===== src/rtl/bcd_display_scanner_if.sv =====
// Digit/decimal-point request bus into the scanner and multiplexed 7-segment drive out of it.
// master = producer of the BCD count and consumer of the display drive; slave = the scanner.
interface bcd_display_scanner_if;
    logic       en;
    logic [3:0] digit0;
    logic [3:0] digit1;
    logic [3:0] digit2;
    logic [3:0] digit3;
    logic [3:0] dp_in;
    logic [3:0] an;
    logic [6:0] seg;
    logic       dp;

    modport master (
        output en, digit0, digit1, digit2, digit3, dp_in,
        input  an, seg, dp
    );

    modport slave (
        input  en, digit0, digit1, digit2, digit3, dp_in,
        output an, seg, dp
    );
endinterface


===== src/rtl/bcd_display_scanner.sv =====
// 4-digit common-anode 7-segment scanner with a per-frame snapshot of the BCD inputs.
// Optional macro LEADING_ZERO_BLANK_EN blanks leading zeros of the snapshot (digit0 never blanked).
module bcd_display_scanner #(
    parameter int REFRESH_DIV = 100000
) (
    input  logic                  clock,
    input  logic                  rst,
    bcd_display_scanner_if.slave  bus
);

    localparam int PW = $clog2(REFRESH_DIV);
    localparam logic [PW-1:0] PRESC_MAX = PW'(REFRESH_DIV - 1);

    localparam logic [6:0] SEG_OFF  = 7'h7F;
    localparam logic [3:0] AN_OFF   = 4'b1111;

    logic [PW-1:0]     r_presc;
    logic [1:0]        r_sel;
    logic [3:0][3:0]   r_snap;
    logic [3:0]        r_snap_dp;
    logic              r_primed;
    logic [3:0]        r_an;
    logic [6:0]        r_seg;
    logic              r_dp;

    logic              w_tick;
    logic              w_load;
    logic [3:0][3:0]   w_live;
    logic [3:0]        w_blank;
    logic [3:0]        w_cur_digit;
    logic [3:0]        w_an_next;
    logic [6:0]        w_seg_next;

    // Active-low segment pattern {g,f,e,d,c,b,a}; non-BCD codes show a dash.
    function automatic logic [6:0] decode_bcd(input logic [3:0] d);
        logic [6:0] s;
        case (d)
            4'd0:    s = 7'h40;
            4'd1:    s = 7'h79;
            4'd2:    s = 7'h24;
            4'd3:    s = 7'h30;
            4'd4:    s = 7'h19;
            4'd5:    s = 7'h12;
            4'd6:    s = 7'h02;
            4'd7:    s = 7'h78;
            4'd8:    s = 7'h00;
            4'd9:    s = 7'h10;
            default: s = 7'h3F;
        endcase
        return s;
    endfunction

    assign w_live = {bus.digit3, bus.digit2, bus.digit1, bus.digit0};
    assign w_tick = bus.en && (r_presc == PRESC_MAX);
    // Frame boundary reload, or the very first enabled edge so the display never shows reset zeros for long.
    assign w_load = (w_tick && (r_sel == 2'd3)) || (bus.en && !r_primed);

    always_ff @(posedge clock or negedge rst) begin
        if (!rst) begin
            r_presc <= '0;
            r_sel   <= '0;
        end else if (w_tick) begin
            r_presc <= '0;
            r_sel   <= r_sel + 2'd1;
        end else if (bus.en) begin
            r_presc <= r_presc + PW'(1);
        end
    end

    always_ff @(posedge clock or negedge rst) begin
        if (!rst) begin
            r_snap    <= '0;
            r_snap_dp <= '0;
            r_primed  <= 1'b0;
        end else begin
            if (w_load) begin
                r_snap    <= w_live;
                r_snap_dp <= bus.dp_in;
            end
            if (bus.en) begin
                r_primed <= 1'b1;
            end
        end
    end

`ifdef LEADING_ZERO_BLANK_EN
    // A digit is blanked only while every more-significant digit is blanked too.
    assign w_blank[3] = (r_snap[3] == 4'd0);
    assign w_blank[2] = (r_snap[2] == 4'd0) && w_blank[3];
    assign w_blank[1] = (r_snap[1] == 4'd0) && w_blank[2];
    assign w_blank[0] = 1'b0;
`else
    assign w_blank = '0;
`endif

    assign w_cur_digit = r_snap[r_sel];
    assign w_an_next   = ~(4'b0001 << r_sel);
    assign w_seg_next  = w_blank[r_sel] ? SEG_OFF : decode_bcd(w_cur_digit);

    // Output register stage: one cycle behind the scan state.
    always_ff @(posedge clock or negedge rst) begin
        if (!rst) begin
            r_an  <= AN_OFF;
            r_seg <= SEG_OFF;
            r_dp  <= 1'b1;
        end else if (bus.en) begin
            r_an  <= w_an_next;
            r_seg <= w_seg_next;
            r_dp  <= ~r_snap_dp[r_sel];
        end else begin
            r_an  <= AN_OFF;
            r_seg <= SEG_OFF;
            r_dp  <= 1'b1;
        end
    end

    assign bus.an  = r_an;
    assign bus.seg = r_seg;
    assign bus.dp  = r_dp;

endmodule

===== src/flat_wrapper.sv =====
// flat-port wrapper written by rule: the top's interface ports become plain ports
module bcd_display_scanner_flat 
#(
    parameter int REFRESH_DIV = 100000
)
  (clock, rst, bus_en, bus_digit0, bus_digit1, bus_digit2, bus_digit3, bus_dp_in, bus_an, bus_seg, bus_dp);
  bcd_display_scanner_if bus_i ();
  input  logic clock;
  input  logic rst;
  input wire logic [$bits(bus_i.en)-1:0] bus_en;
  input wire logic [$bits(bus_i.digit0)-1:0] bus_digit0;
  input wire logic [$bits(bus_i.digit1)-1:0] bus_digit1;
  input wire logic [$bits(bus_i.digit2)-1:0] bus_digit2;
  input wire logic [$bits(bus_i.digit3)-1:0] bus_digit3;
  input wire logic [$bits(bus_i.dp_in)-1:0] bus_dp_in;
  output wire logic [$bits(bus_i.an)-1:0] bus_an;
  output wire logic [$bits(bus_i.seg)-1:0] bus_seg;
  output wire logic [$bits(bus_i.dp)-1:0] bus_dp;
  assign bus_i.en = bus_en;
  assign bus_i.digit0 = bus_digit0;
  assign bus_i.digit1 = bus_digit1;
  assign bus_i.digit2 = bus_digit2;
  assign bus_i.digit3 = bus_digit3;
  assign bus_i.dp_in = bus_dp_in;
  assign bus_an = bus_i.an;
  assign bus_seg = bus_i.seg;
  assign bus_dp = bus_i.dp;
  bcd_display_scanner #(.REFRESH_DIV(REFRESH_DIV)) u_core (.clock(clock), .rst(rst), .bus(bus_i));
endmodule

===== config.mk =====
export PLATFORM = sky130hd
export DESIGN_NAME = bcd_display_scanner_flat
export DESIGN_NICKNAME = d
export VERILOG_FILES = /design/src/rtl/bcd_display_scanner_if.sv /design/src/rtl/bcd_display_scanner.sv /design/src/flat_wrapper.sv
export SDC_FILE = /design/constraint.sdc
export NUM_CORES = 1
export LEC_CHECK = 0
export BUFFER_PORTS_ARGS = -buffer_cell sky130_fd_sc_hd__buf_4
export CORE_MARGIN = 2
export CORE_UTILIZATION = 60
export CTS_CLUSTER_DIAMETER = 60
export DETAILED_ROUTE_END_ITERATION = 8
export GPL_TIMING_DRIVEN = 0
export PLACE_DENSITY = 0.93
export REMOVE_ABC_BUFFERS = 1
export SYNTH_ARGS = -nofsm -noshare
export SYNTH_HDL_FRONTEND = slang
export SYNTH_SLANG_ARGS = --single-unit

===== constraint.sdc =====
create_clock -name clock -period 3.5 [get_ports clock]
set_input_delay 0.175 -clock clock [delete_from_list [all_inputs] [get_ports clock]]
set_output_delay 0.175 -clock clock [all_outputs]
set_load 0.01 [all_outputs]

==> out/results.tsv <==
stage	metric	value	unit
layout	ANT cells	0	
detailed_routing	via-per-instance ratio	5.599	
synthesis	Yosys warning total	0	
floorplanning	die width	68.61	microns
sta	Final TNS setup	0	ns
layout	layout cells sized above 1	0.3750	
clocking	clk_lat worst skew	0.31	ns
synthesis	Synth area leader	dfrtp_1	
layout	Fillers	275	
synthesis	top cells by count, synth	dfrtp_1, mux2_2, nand2_1, dfstp_2	
clocking	clock slew at reported path FFs	0.09	ns
pwr	Combinational Power Share	0.173	
global_route	initial antenna violation count	0	
pwr	NetSw	0.0003735	W
placed_design	hpwl dp	3.192	mm
flow_run	max_cap viols	0	
clocking	Clock Sinks	52	
synthesis	most frequent cell after synthesis	dfrtp_1	
detailed_routing	Post-DRT Antenna Nets	0	
worst_setup_path	WP data arrival	2.62	ns
synthesis	post-synth top area share	0.3996	
pwr	Leak	1.288	nW
sta	Slew @ Worst Pin	1.100	ns
pwr	P per Cell Area	468.5	nW/um^2
worst_setup_path	crit path launch type	flop	
detailed_routing	Avg WL per Cell	15.53	microns
layout	fin nets	264	
global_route	GRT Util Overall	0.2264	
synthesis	top cells by area, synth	dfrtp_1, dfstp_2, mux2_2	
synthesis	flops & latches, synth	52	
layout	area grow syn2layout	14.44	%
sta	Max Freq	411.6	MHz
worst_setup_path	CP required	3.69	ns
pwr	Pint	0.0009694	W
floorplanning	die area	4707	sq um
sta	fin crit share	0.6941	
sta	Tmin final	2.429	ns
floorplanning	io pins	35	
detailed_routing	DRC	0	
detailed_routing	WL final	4.379	mm
synthesis	Gate Count Post-Synth	196	
floorplanning	num rows	23	
global_route	number of global-route vias before repair	1652	
pwr	Clk network pwr share	0.260	
worst_setup_path	critical path class	flop to flop	
synthesis	Post-synth ARST share	1.000	
global_route	gr ovfl total	0	
placed_design	pre-CTS setup slack	1.032	ns
synthesis	Yosys cell types	37	
global_route	first-pass GRT wire length	7.541	mm
detailed_routing	vias	1579	
synthesis	Syn Area/Cell	12.78	sq um
floorplanning	starting density of the core	0.6262	
clocking	Root Buffer	clkbuf_8	
sta	Clock Skew	0.008459	ns
sta	RSZ-0062 raised after global routing	no	
clocking	Max clock buf depth	2	
pwr	Tot Pwr	0.001343	W
synthesis	register area share after synthesis	0.5255	
pwr	switching share of power	0.2781	
pwr	VDD IR max	0.4283	mV
detailed_routing	Iter 0 DRT Violations	103	
clocking	Num CTS Buffers	5	
clocking	H-tree depth	2	
floorplanning	Die Y	68.61	microns
placed_design	count of input and output buffers	34	
hold_path	Worst Hold Class	input port to flop	
synthesis	EDFF count, synth	0	
worst_setup_path	Max Fanout on Critical Path	20	
outcome	status	finished clean	
pwr	Reg power frac	0.567	
sta	final hold vios	0	
placed_design	gp weighted congestion	0.8376	
worst_setup_path	CP Capture Type	flop	
sta	Setup Viol. Count Final	0	
floorplanning	CORE AREA	4000	sq um
sta	Hold Slack	0.08965	ns
detailed_routing	drt pass-1 iters	4	
synthesis	Syn Std Cell Area	2505	sq um
synthesis	Synth Flop Type	dfrtp_1	
sta	max-slew violation count	0	
sta	Slew headroom	0.2668	
sta	Final WS setup	1.071	ns
clocking	TritonCTS clock tree	done	
global_route	pin count of the biggest net entering global routing	53	
worst paths after layout:
check,start,end,slack (ns),cells past startpoint
max,u_core.r_presc[0],u_core.r_snap[2],1.07,4
min,bus_digit2[2],u_core.r_snap[10],0.09,2
max reg2reg,u_core.r_presc[0],u_core.r_snap[2],1.07,4
min reg2reg,u_core.r_presc[15],u_core.r_presc[15],0.48,1
max in group asynchronous,rst,u_core.r_presc[8],2.67,2
min in group asynchronous,rst,u_core.r_presc[6],0.41,2
worst max-delay path, stage by stage, from the launching register on:
cell and delay, ns:
dfrtp_1 0.45, ha_1 0.26, and4_1 0.27, a41oi_2 0.90
mux2_2 0.42
repair_timing:
item	4_1_cts	5_1_grt
hold buffers	1	0
gates resized for setup	0	0
buffers inserted	0	0
endpoints found under the hold margin	40	0
logic make-up after synthesis:
group                    Yosys count  share of synthesized area
AO/OA/AOI/OAI                     12                    0.03098
XOR/XNOR                          14                    0.04895
adder cells (fa/ha/maj)           10                    0.04995
buffers and inverters             16                    0.03696
flip-flops                        52                     0.5255
multiplexers                      33                     0.1728
AND/OR/NAND/NOR                   59                     0.1349
routing by layer:
layer	global-route usage	up-vias	routed length [microns]
met1	0.2606	774	1772
met4	0.1250	0	132
met3	0.06331	12	206
met2	0.3798	44	2267
met5	0	-	0
li1	-	749	-
per-stage QoR:
step / util / cells / area [sq um]
6_report: 0.7166 / 282 / 2867
5_1_grt: 0.7166 / 282 / 2867
4_1_cts: 0.7166 / 282 / 2867
3_5_place_dp: 0.6910 / 273 / 2764
3_3_place_gp: 0.6910 / 273 / 2764
2_1_floorplan: - / 189 / 2446
cells in the final DEF, fill, tap and decap left out, types with 8 or more instances in the layout:
cell and count:
o21ai_0 8, nand2_1 17, mux2_2 22, xnor2_1 11
nor2_1 11, inv_1 9, buf_4 34, ha_1 10
dfrtp_1 40, dfstp_2 12
sequential cells by signal, indices dropped and copies added (netlist names):
signal and count:
u_core.bus.seg 7, u_core.r_snap_dp 4, u_core.bus.dp 1, u_core.r_presc 17, u_core.r_sel 2, u_core.bus.an 4, u_core.r_snap 16, u_core.r_primed 1
power groups by stage:
stage                     clock network (W)  logic (W)  registers [W]
after CTS                          0.000357   0.000235       0.000760
final                              0.000349   0.000232       0.000761
after global routing               0.000381   0.000262       0.000774
after detailed placement                  0   0.000232       0.000772
after floorplan                           0   0.000147       0.000757
after global placement                    0   0.000219       0.000763
cell type report:
type,instances,area [sq um],share of cell area
sequential,52,1316,0.4592
timing repair buffer,35,265.3,0.09254
clock inverter,2,10.01,0.003492
inverter,9,33.78,0.01179
clock buffer,6,82.58,0.02881
tap,50,62.56,0.02182
multi-input combinational,128,1096,0.3824
Note: power is estimated with default switching activity, not from simulation.
